`config.mk`:
```
export PLATFORM = sky130hd
export DESIGN_NAME = adder_rr_scheduler_flat
export DESIGN_NICKNAME = d
export VERILOG_FILES = /design/src/rtl/adder_rr_scheduler_if.sv /design/src/rtl/adder_rr_scheduler.sv /design/src/flat_wrapper.sv
export SDC_FILE = /design/constraint.sdc
export NUM_CORES = 1
export LEC_CHECK = 0
export ABC_AREA = 1
export BUFFER_PORTS_ARGS = -buffer_cell sky130_fd_sc_hd__buf_2
export CAP_MARGIN = 25
export CORE_MARGIN = 1.5
export CORE_UTILIZATION = 48
export CTS_CLUSTER_SIZE = 30
export DETAILED_ROUTE_END_ITERATION = 10
export PLACE_DENSITY = 0.8
export SLEW_MARGIN = 5
export SYNTH_ARGS = -nofsm -noshare
export SYNTH_HDL_FRONTEND = slang
export SYNTH_SLANG_ARGS = --single-unit
```
`constraint.sdc`:
```
create_clock -name clk -period 3.2 [get_ports clk]
set_clock_uncertainty 0.1 [all_clocks]
set_input_delay 0.16 -clock clk [delete_from_list [all_inputs] [get_ports clk]]
set_output_delay 0.16 -clock clk [all_outputs]
set_load 0.02 [all_outputs]
```
`src/rtl/adder_rr_scheduler_if.sv`:
```
// adder_rr_scheduler_if: requester, response and adder-side handshake bundle for the scheduler
interface adder_rr_scheduler_if #(parameter int width = 4, parameter int n_req = 3);
  logic [n_req-1:0] req_vld, req_rdy, rsp_vld, rsp_rdy;
  logic [n_req*width-1:0] req_a, req_b;
  logic [width:0] rsp_data, sum_data;
  logic [width-1:0] a_data, b_data;
  logic a_vld, b_vld, a_rdy, b_rdy, sum_vld, sum_rdy;
  modport master(
    input req_vld, req_a, req_b, rsp_rdy, a_rdy, b_rdy, sum_vld, sum_data,
    output req_rdy, rsp_vld, rsp_data, a_vld, b_vld, a_data, b_data, sum_rdy
  );
  modport slave(
    output req_vld, req_a, req_b, rsp_rdy, a_rdy, b_rdy, sum_vld, sum_data,
    input req_rdy, rsp_vld, rsp_data, a_vld, b_vld, a_data, b_data, sum_rdy
  );
endinterface

```
`src/rtl/adder_rr_scheduler.sv`:
```
// adder_rr_scheduler: round-robin sharing of one flow-controlled adder with in-order tag routing of sums
module adder_rr_scheduler #(
  parameter int width = 4,
  parameter int n_req = 3,
  parameter int depth = 4
) (
  input logic clk,
  input logic rst,
  adder_rr_scheduler_if.master bus
);
  localparam int iw = $clog2(n_req);
  localparam int pw = depth > 1 ? $clog2(depth) : 1;
  localparam int cw = $clog2(depth + 1);
  typedef enum logic {IDLE, ISSUE} state_t;
  state_t state, state_nx;
  logic [iw-1:0] gnt, rr, pick, head;
  logic [iw-1:0] tags [depth];
  logic [pw-1:0] wp, rp;
  logic [cw-1:0] cnt;
  logic found, a_done, b_done, a_hs, b_hs, done, pop, empty;
  // first valid requester at or after the rr pointer, scanned cyclically
  always_comb begin
    pick = rr;
    found = 1'b0;
    for (int i = n_req - 1; i >= 0; i--) begin
      if (bus.req_vld[(int'(rr) + i) % n_req]) begin
        pick = iw'((int'(rr) + i) % n_req);
        found = 1'b1;
      end
    end
  end
  // issue handshakes, tag-routed response path and next state
  always_comb begin
    head = tags[rp];
    empty = cnt == '0;
    bus.a_vld = state == ISSUE && !a_done;
    bus.b_vld = state == ISSUE && !b_done;
    bus.a_data = bus.req_a[int'(gnt)*width +: width];
    bus.b_data = bus.req_b[int'(gnt)*width +: width];
    a_hs = bus.a_vld && bus.a_rdy;
    b_hs = bus.b_vld && bus.b_rdy;
    done = state == ISSUE && (a_done || a_hs) && (b_done || b_hs);
    bus.req_rdy = done ? n_req'(1) << gnt : '0;
    bus.rsp_vld = (!empty && bus.sum_vld) ? n_req'(1) << head : '0;
    bus.rsp_data = bus.sum_data;
    bus.sum_rdy = !empty && bus.rsp_rdy[head];
    pop = bus.sum_vld && bus.sum_rdy;
    state_nx = state == IDLE ? (found && cnt < cw'(depth) ? ISSUE : IDLE) : (done ? IDLE : ISSUE);
  end
  // state register
  always_ff @(posedge clk) begin
    if (rst) state <= IDLE;
    else state <= state_nx;
  end
  // grant, pair progress, rr pointer and tag FIFO bookkeeping
  always_ff @(posedge clk) begin
    if (rst) begin
      gnt <= '0;
      rr <= '0;
      a_done <= 1'b0;
      b_done <= 1'b0;
      wp <= '0;
      rp <= '0;
      cnt <= '0;
    end else begin
      if (state == IDLE && state_nx == ISSUE) begin
        gnt <= pick;
        a_done <= 1'b0;
        b_done <= 1'b0;
      end else if (state == ISSUE) begin
        a_done <= a_done || a_hs;
        b_done <= b_done || b_hs;
      end
      if (done) rr <= gnt == iw'(n_req - 1) ? '0 : gnt + 1'b1;
      if (done) wp <= wp == pw'(depth - 1) ? '0 : wp + 1'b1;
      if (pop) rp <= rp == pw'(depth - 1) ? '0 : rp + 1'b1;
      cnt <= cnt + cw'(done) - cw'(pop);
    end
  end
  // tag storage needs no reset; occupancy is tracked by cnt
  always_ff @(posedge clk) begin
    if (done) tags[wp] <= gnt;
  end
endmodule

```
`src/flat_wrapper.sv`:
```
// flat-port wrapper written by rule: the top's interface ports become plain ports
module adder_rr_scheduler_flat 
#(
  parameter int width = 4,
  parameter int n_req = 3,
  parameter int depth = 4
)
  (clk, rst, bus_req_vld, bus_req_a, bus_req_b, bus_rsp_rdy, bus_a_rdy, bus_b_rdy, bus_sum_vld, bus_sum_data, bus_req_rdy, bus_rsp_vld, bus_rsp_data, bus_a_vld, bus_b_vld, bus_a_data, bus_b_data, bus_sum_rdy);
  adder_rr_scheduler_if #(.width(width), .n_req(n_req)) bus_i ();
  input logic clk;
  input logic rst;
  input wire logic [$bits(bus_i.req_vld)-1:0] bus_req_vld;
  input wire logic [$bits(bus_i.req_a)-1:0] bus_req_a;
  input wire logic [$bits(bus_i.req_b)-1:0] bus_req_b;
  input wire logic [$bits(bus_i.rsp_rdy)-1:0] bus_rsp_rdy;
  input wire logic [$bits(bus_i.a_rdy)-1:0] bus_a_rdy;
  input wire logic [$bits(bus_i.b_rdy)-1:0] bus_b_rdy;
  input wire logic [$bits(bus_i.sum_vld)-1:0] bus_sum_vld;
  input wire logic [$bits(bus_i.sum_data)-1:0] bus_sum_data;
  output wire logic [$bits(bus_i.req_rdy)-1:0] bus_req_rdy;
  output wire logic [$bits(bus_i.rsp_vld)-1:0] bus_rsp_vld;
  output wire logic [$bits(bus_i.rsp_data)-1:0] bus_rsp_data;
  output wire logic [$bits(bus_i.a_vld)-1:0] bus_a_vld;
  output wire logic [$bits(bus_i.b_vld)-1:0] bus_b_vld;
  output wire logic [$bits(bus_i.a_data)-1:0] bus_a_data;
  output wire logic [$bits(bus_i.b_data)-1:0] bus_b_data;
  output wire logic [$bits(bus_i.sum_rdy)-1:0] bus_sum_rdy;
  assign bus_i.req_vld = bus_req_vld;
  assign bus_i.req_a = bus_req_a;
  assign bus_i.req_b = bus_req_b;
  assign bus_i.rsp_rdy = bus_rsp_rdy;
  assign bus_i.a_rdy = bus_a_rdy;
  assign bus_i.b_rdy = bus_b_rdy;
  assign bus_i.sum_vld = bus_sum_vld;
  assign bus_i.sum_data = bus_sum_data;
  assign bus_req_rdy = bus_i.req_rdy;
  assign bus_rsp_vld = bus_i.rsp_vld;
  assign bus_rsp_data = bus_i.rsp_data;
  assign bus_a_vld = bus_i.a_vld;
  assign bus_b_vld = bus_i.b_vld;
  assign bus_a_data = bus_i.a_data;
  assign bus_b_data = bus_i.b_data;
  assign bus_sum_rdy = bus_i.sum_rdy;
  adder_rr_scheduler #(.width(width), .n_req(n_req), .depth(depth)) u_core (.clk(clk), .rst(rst), .bus(bus_i));
endmodule
```
Yosys cells after proc, flatten, opt, wreduce, memory -nomap -nowiden
Memory sizes are Yosys's and may differ from the RTL's. A register that Yosys moved wholly into a read port is not among the register bits.
Cells that the tools add are included.
- flip-flop bits (word level): 14
- bits in writable memories: 8
- input port bits: 40
- output and inout port bits: 22
- word-level logic and storage cells: 79
- memories: 1
- add/sub/neg operators: 7
- div/mod/pow operators: 3
- $lt $le $gt $ge: 5
- equality and inequality tests: 3
- shift operators: 4
- muxes and demuxes: 29
- bitwise operators: 1
- reduce and logical (&&, ||, !) cells: 18
- memory list (name ; depth ; width ; read ports ; clocked after memory_dff ; write ports ; line ; text):
    u_core.tags ; 4 ; 2 ; 1 ; 1 ; 1 ; adder_rr_scheduler.sv:17 ; logic [iw-1:0] tags [depth];
- operator list (cell ; count):
    $lt 32x4->1 const B ; 3
    $mod 32x3->32 const B ; 2
    $mod 3x3->32 const B ; 1
    $shiftx 12x5->4 ; 2
    $mux 2 ; 8
    $mux 1 ; 15
    $logic_and 1x1->1 ; 11
    $bmux 1 s2 ; 4
    $add 2x1->2 const B ; 3
    $eq 2x2->1 const B ; 3
    $mux 3 ; 2
    $shl 1x2->3 const A ; 2
    $add 2x1->3 const B ; 1
    $add 2x2->3 const B ; 1
    $add 3x1->3 ; 1
    $logic_not 1->1 ; 3
    $logic_not 3->1 ; 1
    $lt 2x3->1 const B ; 1
    $lt 3x3->1 const B ; 1
    $sub 3x1->3 ; 1
    $logic_or 1x1->1 ; 2
    $reduce_or 2->1 ; 1
    $not 1->1 ; 1

Depth between registers and ports, before layout
Gate-level depths: netlist of run 1.
- depth in word-level cells: 13
- mapped depth: 17
- depth with buffers taken out: 17

Worst setup path after synthesis of run 1
OpenSTA, ideal clock, no wires.
- path type: register to register
- start: reg with a tool-made name
- end: reg u_core.cnt[2]
- setup time: 0.122 ns
- arrival: 2.194 ns
- data required time: 2.978 ns
- slack: 0.784 ns
- stages on the path, launching flop included: 16
- path buffers: 0
- period minus slack after synthesis: 2.416 ns
- cell sequence: dfxtp_1 inv_2 or2_0 nand2_1 nand2_2 a21oi_4 nand3_2 inv_1 ha_1 inv_1 ha_1 inv_1 fa_1 xor2_1 o21ai_0 a21oi_1
- RTL lines (item ; line ; text):
    end signal, assigned ; adder_rr_scheduler.sv:77 ; cnt <= cnt + cw'(done) - cw'(pop);
    end, declared ; adder_rr_scheduler.sv:19 ; logic [cw-1:0] cnt;

==> metrics.yaml, run 1 <==
clock_network:
  cts_max_level: 1
  clk-insertion-delay-late_ps: 320
  cts_buffers: 3
  post-cts-setup-buffer-count: 0
  clk_path_buf_depth: 2
  cts_tree: "yes"
  cts.sinks: 24
  clockRootBuffer: "clkbuf_4"
  path_clk_slew_ps: 140
pwr:
  pwr_density_cell_nw_per_um2: 519
  total_power_mw: 0.952
  peakVddDrop_v: 0.000271
  power_leakage_nw: 0.927
routing:
  wl_met1_mm: 1.27
  wl_met3_um: 196
  vias_per_cell: 4.69
  vias: 1455
  drt-initial-drc-count: 33
  ant_nets: 0
  top_layer_used: "met4"
  postRouteWirelength_mm: 3.01
  wl_met2_mm: 1.46
  post_drt_wl_per_cell_um: 9.70
  drc: 0
  drt_pre_antenna_iters: 4
placement:
  hpwl_mm: 2.51
  place_congestion: 0.770
  preCtsSetupSlack_ps: 644
  portBuffers: 51
floorplanning:
  die-area_um2: 3530
  die_w_um: 59.4
  start_util_pct: 50.5
  fp.coreArea_um2: 3030
  ios: 62
  dieHeight_um: 59.4
  rows: 20
setup_path:
  path_common_cell: "inv_1"
  r2r_end: "u_core.cnt[2]$_SDFF_PP0_"
  reg2reg_depth: 15
  cp-end-kind: "register"
  cp_max_fo: 5
  r2r_slack_ps: 620
  start_kind: "register"
  slowest_stage: "dfxtp_1"
  worstPathArrival_ps: 2690
  crit_type: "register to register"
  cp.required_ps: 3310
  path_cells: "inv_2, or2_0, nand2_1, nand2_2, a21oi_4, nand3_2, inv_1, ha_1, inv_1, ha_1, inv_1, fa_1, xor2_1, o21ai_0, a21oi_1"
  max_stage_delay_ps: 430
sta:
  tightest_slew_ps: 554
  fmax_ghz: 0.387
  setup_violations: 0
  slew_violations: 0
  hold_viol: 0
  fin_tns_setup_ps: 0
  period_needed_ps: 2580
  layout_setup_ws_ps: 619
  max-slew-margin-rel_pct: 62.9
  fin_crit_sh_pct: 80.6
  rsz0062_at_grt: "false"
grt:
  grt_overflow: 0
  grt_pass1_vias: 1293
  grt_usage_pct: 18.5
  grt_pass1_wl_mm: 4.95
  grt_max_degree: 14
  antenna_found_initial: 0
logic_synthesis:
  synth_nets: 266
  synth.avg_cell_area_um2: 7.08
  ys.warnings.count: 0
  syn_area_um2: 1530
  ys_seq_area_share_pct: 36.7
  synth_cells: 216
  ys_ff_latch: 24
  yosysUniqueCellTypes: 28
layout:
  syn_to_final_growth_pct: 19.9
  diodes: 0
  drive_above_1_share_pct: 26.3
  finalNetCount: 317
run:
  max_cap_violations: 0
run_status:
  outcome: "finished, final reports clean"
worst_hold_path:
  min_to: "u_core.b_done$_SDFFE_PP0P_"
  min_path_type: "input pin to register"
  worstHoldPathCells: 3
  min_from: "bus_b_rdy"
-- worst max-delay path by stage --
| stage | cells after the start | end | slack (ps) |
|---|---|---|---|
| finish | 15 | u_core.cnt[2]$_SDFF_PP0_ | 620 |
| global route | 16 | u_core.cnt[2]$_SDFF_PP0_ | 370 |
| CTS | 15 | u_core.cnt[2]$_SDFF_PP0_ | 600 |
| detailed placement | 15 | u_core.cnt[2]$_SDFF_PP0_ | 640 |
| global placement | 15 | u_core.cnt[2]$_SDFF_PP0_ | 710 |
| floorplan | 15 | u_core.cnt[2]$_SDFF_PP0_ | 780 |
-- cell families (layout without fill, tap and decap cells) --
family / Yosys count / after routing / share of synthesized area [%]
compound gates: 16 / 16 / 6.46
fa+ha+maj: 10 / 10 / 8.67
buf+inv: 42 / 92 / 11.6
simple gates: 123 / 123 / 36.0
xor+xnor: 1 / 1 / 0.573
flops: 24 / 24 / 36.7
-- layout by cell type (no fill, tap or decap) --
cell           Yosys  final
nand2_1           57     57
buf_2              1     51
inv_1             31     31
nor2_1            27     27
nand3_1           17     17
dfxtp_1           16     16
a21oi_1            9      9
ha_1               9      9
edfxtp_1           8      8
nor3_1             5      5
o21ai_0            5      5
clkinv_1           2      3
inv_2              3      3
nand4_1            3      3
clkbuf_4           0      3
nand3_2            2      2
or2_0              2      2
nand2_2            2      2
nor2_2             2      2
or2_2              2      2
nor3_2             1      1
nand2_4            1      1
a21oi_4            1      1
and2_2             1      1
nand3b_1           1      1
a211oi_2           1      1
xor2_1             1      1
fa_1               1      1
dlygate4sd3_1      0      1
-- worst max-delay path, delay by kind of cell, from the launching register on --
family / cells / cell delay [ps]
flops: 1 / 430
simple gates: 4 / 460
compound gates: 3 / 390
fa+ha+maj: 3 / 700
buf+inv: 4 / 240
xor+xnor: 1 / 160
-- layout make-up --
class,instances,area [µm²]
Clock buffer,3,22.5
Clock inverter,1,3.75
Fill cell,300,1190
Inverter,36,135
Multi-Input combinational cell,150,791
Sequential cell,24,561
Tap cell,44,55.1
Timing Repair Buffer,52,265
-- repair_timing --
action,4_1_cts,5_1_grt
gates resized for setup,0,0
endpoints found under the hold margin,2,0
hold buffers,1,0
-- state kept, by name (all words and copies together), names as in the netlist, named ones only --
register,count
u_core.tags,8
u_core.cnt,3
u_core.gnt,2
u_core.rp,2
u_core.rr,2
u_core.wp,2
u_core.a_done,1
u_core.b_done,1
u_core.state,1
-- routing by layer --
layer | GRT usage [%] | vias to the layer above
met4 | 10.1 | 0
met1 | 20.7 | 615
li1 | - | 773
met3 | 2.40 | 7
met2 | 33.6 | 60
met5 | 0 | -
-- cells in the mapped netlist --
cell type  count  area (µm²)
nand2_1       57         214
inv_1         31         116
nor2_1        27         101
nand3_1       17        85.1
dfxtp_1       16         320
a21oi_1        9        45.0
ha_1           9         113
edfxtp_1       8         240
buf_4          5        37.5
nor3_1         5        25.0
o21ai_0        5        25.0
inv_2          3        11.3
nand4_1        3        18.8
clkinv_1       2        7.51
nand2_2        2        12.5
nand3_2        2        20.0
nor2_2         2        12.5
or2_0          2        12.5
or2_2          2        12.5
a211oi_2       1        12.5
a21oi_4        1        16.3
and2_2         1        7.51
buf_2          1        5.00
fa_1           1        20.0
nand2_4        1        11.3
nand3b_1       1        7.51
nor3_2         1        10.0
xor2_1         1        8.76
-- per-stage QoR --
stage | cells | area [µm²] | hold slack, ps | utilization (%)
finish | 310 | 1830 | 27.2 | 60.5
CTS | 310 | 1830 | 25.5 | 60.5
global route | 310 | 1830 | 35.1 | 60.5
floorplan | 216 | 1530 | 127 | -
detailed placement | 305 | 1800 | 220 | 59.3
global placement | 305 | 1800 | 220 | 59.3
-- report_power, final --
part | switching (mW) | internal, mW | leakage, nW
registers | 0.0351 | 0.354 | 0.204
logic | 0.271 | 0.156 | 0.708
clock network | 0.0901 | 0.0457 | 0.0154
total | 0.396 | 0.555 | 0.927
Power figures use the tool's default switching activity.
==> run 2, diff against run 1 <==
Settings changed: ABC_AREA 1 to 0, CORE_UTILIZATION 48 to 44, PLACE_DENSITY 0.8 to 0.76.
Clock period 3.2 ns to 2.15 ns, I/O delays scaled along.
==> run 2 against run 1 <==
  * Routed wire length up 9.1%
  * The run now ends with negative setup slack left
  * Area after synthesis is 3.5% higher
  * Clock power grew 46%
  * Cell count is 11% lower
  * Critical endpoint unchanged
  * Largest cell class unchanged
  * Non-clock buffer count increased by 18
  * Design area grew 10%
  * First-iteration DRC count decreased by 33%
  * Combinational power grew 72%
  * Core utilization fell by 1.0 points
  * Sequential cell count is the same
==> metrics.yaml, run 2 <==
floorplanning:
  die-area_um2: 3970  # was 3530 µm²
  ios: 62  # unchanged
  start_util_pct: 46.7  # was 50.5%
  die_w_um: 63.0  # was 59.4 µm
  dieHeight_um: 63.0  # was 59.4 µm
  rows: 21  # was 20
  fp.coreArea_um2: 3390  # was 3030 µm²
layout:
  largest_register: "u_core.tags"  # unchanged
  finalNetCount: 281  # was 317
  reg_top3: "u_core.tags x8, u_core.cnt x3"  # unchanged
  most-common-layout-cells: "buf_2 (51), buf_4 (18), dfxtp_1 (15)"  # was nand2_1 (57), buf_2 (51), inv_1 (31), nor2_1 (27), nand3_1 (17)
  drive_above_1_share_pct: 38.7  # was 26.3%
  final_common_cell: "buf_2"  # was nand2_1
  diodes: 0  # unchanged
  syn_to_final_growth_pct: 27.4  # was 19.9%
  largest_reg_flops: 8  # unchanged
run_status:
  outcome: "complete, but fails checks"  # was finished, final reports clean
  violations: "negative setup slack"
clock_network:
  cts_buffers: 3  # unchanged
  cts_tree: "yes"  # unchanged
  cts_max_level: 1  # unchanged
  clockRootBuffer: "clkbuf_4"  # unchanged
  path_clk_slew_ps: 120  # was 140 ps
  clk-insertion-delay-late_ps: 310  # was 320 ps
  cts.sinks: 24  # unchanged
  clk_path_buf_depth: 2  # unchanged
grt:
  grt_max_degree: 16  # was 14
  grt_pass1_vias: 1368  # was 1293
  antenna_found_initial: 0  # unchanged
  grt_pass1_wl_mm: 5.60  # was 4.95 mm
  grt_usage_pct: 17.3  # was 18.5%
  grt_overflow: 0  # unchanged
pwr:
  peakVddDrop_v: 0.000359  # was 0.000271 V
  pwr_density_cell_nw_per_um2: 742  # was 519 nW/µm²
  total_power_mw: 1.50  # was 0.952 mW
  power_leakage_nw: 0.908  # was 0.927 nW
routing:
  post_drt_wl_per_cell_um: 11.9  # was 9.70 µm
  drt_pre_antenna_iters: 4  # unchanged
  drt-initial-drc-count: 22  # was 33
  drc: 0  # unchanged
  postRouteWirelength_mm: 3.28  # was 3.01 mm
  vias_per_cell: 5.13  # was 4.69
  vias: 1416  # was 1455
  ant_nets: 0  # unchanged
logic_synthesis:
  yosysUniqueCellTypes: 44  # was 28
  ys.flop_type: "dfxtp_1"  # unchanged
  synth_nets: 219  # was 266
  synth_area_leaders: "dfxtp_1 (20%), edfxtp_1 (15%), mux2i_1 (8.9%)"  # was dfxtp_1 (21%), edfxtp_1 (16%), nand2_1 (14%)
  async_flop_share_pct: 0  # unchanged
  synth.avg_cell_area_um2: 9.37  # was 7.08 µm²
  ys.warnings.count: 0  # unchanged
  synth_common_cells: "dfxtp_1 (16), mux2i_1 (14), nand2_1 (14), nor2_1 (14), inv_1 (12)"  # was nand2_1 (57), inv_1 (31), nor2_1 (27), nand3_1 (17), dfxtp_1 (16)
  synth_cells: 169  # was 216
  ys_seq_area_share_pct: 35.4  # was 36.7%
  synth_top_area_share_pct: 20.2  # was 20.9%
  yosysMostFrequentCell: "dfxtp_1"  # was nand2_1
  ys_ff_latch: 24  # unchanged
  syn_area_um2: 1580  # was 1530 µm²
  synth_edf_count: 8  # unchanged
  yosys.area.top_type: "dfxtp_1"  # unchanged
setup_path:
  cp.required_ps: 2250  # was 3310 ps
  crit_start: "u_core.tags[3][1]$_DFFE_PP_"
  cp_max_fo: 4  # was 5
  r2r_end: "u_core.cnt[2]$_SDFF_PP0_"  # unchanged
  worstPathArrival_ps: 2840  # was 2690 ps
  crit_type: "register to register"  # unchanged
  critPathCapture: "u_core.cnt[2]$_SDFF_PP0_"  # unchanged
  start_kind: "register"  # unchanged
  r2r_slack_ps: -580  # was 620 ps
  cp-end-kind: "register"  # unchanged
  r2r_start: "u_core.tags[3][1]$_DFFE_PP_"
  reg2reg_depth: 12  # was 15
sta:
  period_needed_ps: 2730  # was 2580 ps
  rsz0062_at_grt: "true"  # was false
  fmax_ghz: 0.366  # was 0.387 GHz
  setup_violations: 4  # was 0
  layout_setup_ws_ps: -583  # was 619 ps
  tightest_slew_ps: 611  # was 554 ps
  max-slew-margin-rel_pct: 59.2  # was 62.9%
  slew_violations: 0  # unchanged
  hold_viol: 0  # unchanged
  fin_crit_sh_pct: 127  # was 80.6%
placement:
  place_congestion: 0.873  # was 0.770
  hpwl_mm: 2.55  # was 2.51 mm
  preCtsSetupSlack_ps: -597  # was 644 ps
  portBuffers: 51  # unchanged
worst_hold_path:
  min_path_type: "input pin to register"  # unchanged
run:
  max_cap_violations: 0  # unchanged
run 2: repair_timing:
| action | in CTS | in global routing |
|---|---|---|
| gates cloned | 0 | 0 |
| setup endpoints to repair | 3 | 7 |
| gates resized for setup | 0 | 1 |
| hold buffers | 1 | 0 |
| buffers inserted | 0 | 2 |
| pin swaps | 2 | 1 |
| hold endpoints to repair | 1 | 0 |
run 2: worst min path at each step:
| stage | start | end | slack (ps) | depth (start not counted) |
|---|---|---|---|---|
| after floorplan | rst | u_core.cnt[0]$_SDFF_PP0_ | 80 | 1 |
| after global placement | bus_sum_data[1] | bus_rsp_data[1] | 120 | 0 |
| after detailed placement | bus_sum_data[1] | bus_rsp_data[1] | 120 | 0 |
| after CTS | bus_b_rdy | u_core.b_done$_SDFFE_PP0P_ | 10 | 3 |
| after global routing | rst | u_core.state$_SDFF_PP0_ | 60 | 2 |
| final | bus_b_rdy | u_core.b_done$_SDFFE_PP0P_ | 30 | 3 |
run 2: critical path, stage by stage, from the launching register on:
cell	delay [ps]
edfxtp_1	390
mux4_2	540
mux2i_2	190
o31a_4	280
inv_2	60
ha_4	190
inv_4	50
ha_4	110
inv_2	30
fa_2	320
xor2_1	160
xnor2_1	130
nor2_1	50
run 2: where the power goes:
part | internal, mW | switching, mW
sequential | 0.527 | 0.0370
clock | 0.0723 | 0.127
combinational | 0.341 | 0.393
run 2: cell families after synthesis:
group / count (synthesis) / share of synthesized area [%]
mux: 18 / 13.3
compound gates: 33 / 15.4
buf+inv: 26 / 8.22
fa+ha+maj: 11 / 9.09
simple gates: 55 / 17.5
flops: 24 / 35.4
xor+xnor: 2 / 1.11
run 2: routing by layer:
metal	share of wire [%]	GRT usage (%)
met1	42	20.0
met2	52	32.3
met3	5.6	1.44
met4	0.15	7.22
met5	0	0
run 2: metrics by stage:
step	hold WS [ps]	util [%]	std cells	area, µm²	setup TNS (ps)
3_5_place_dp	115	57.9	269	1960	-1130
6_report	33.5	59.5	276	2020	-1180
3_3_place_gp	115	57.9	269	1960	-948
4_1_cts	13.0	59.0	274	2000	-1190
2_1_floorplan	79.1	-	169	1610	-954
5_1_grt	56.2	59.5	276	2020	-1630
run 2: final cells by class:
cell class                      instances  area, µm²
Multi-Input combinational cell        119        920
Clock buffer                            4       26.3
Sequential cell                        24        562
Timing Repair Buffer                   70        400
Fill cell                             300       1370
Inverter                               13       51.3
Tap cell                               46       57.6
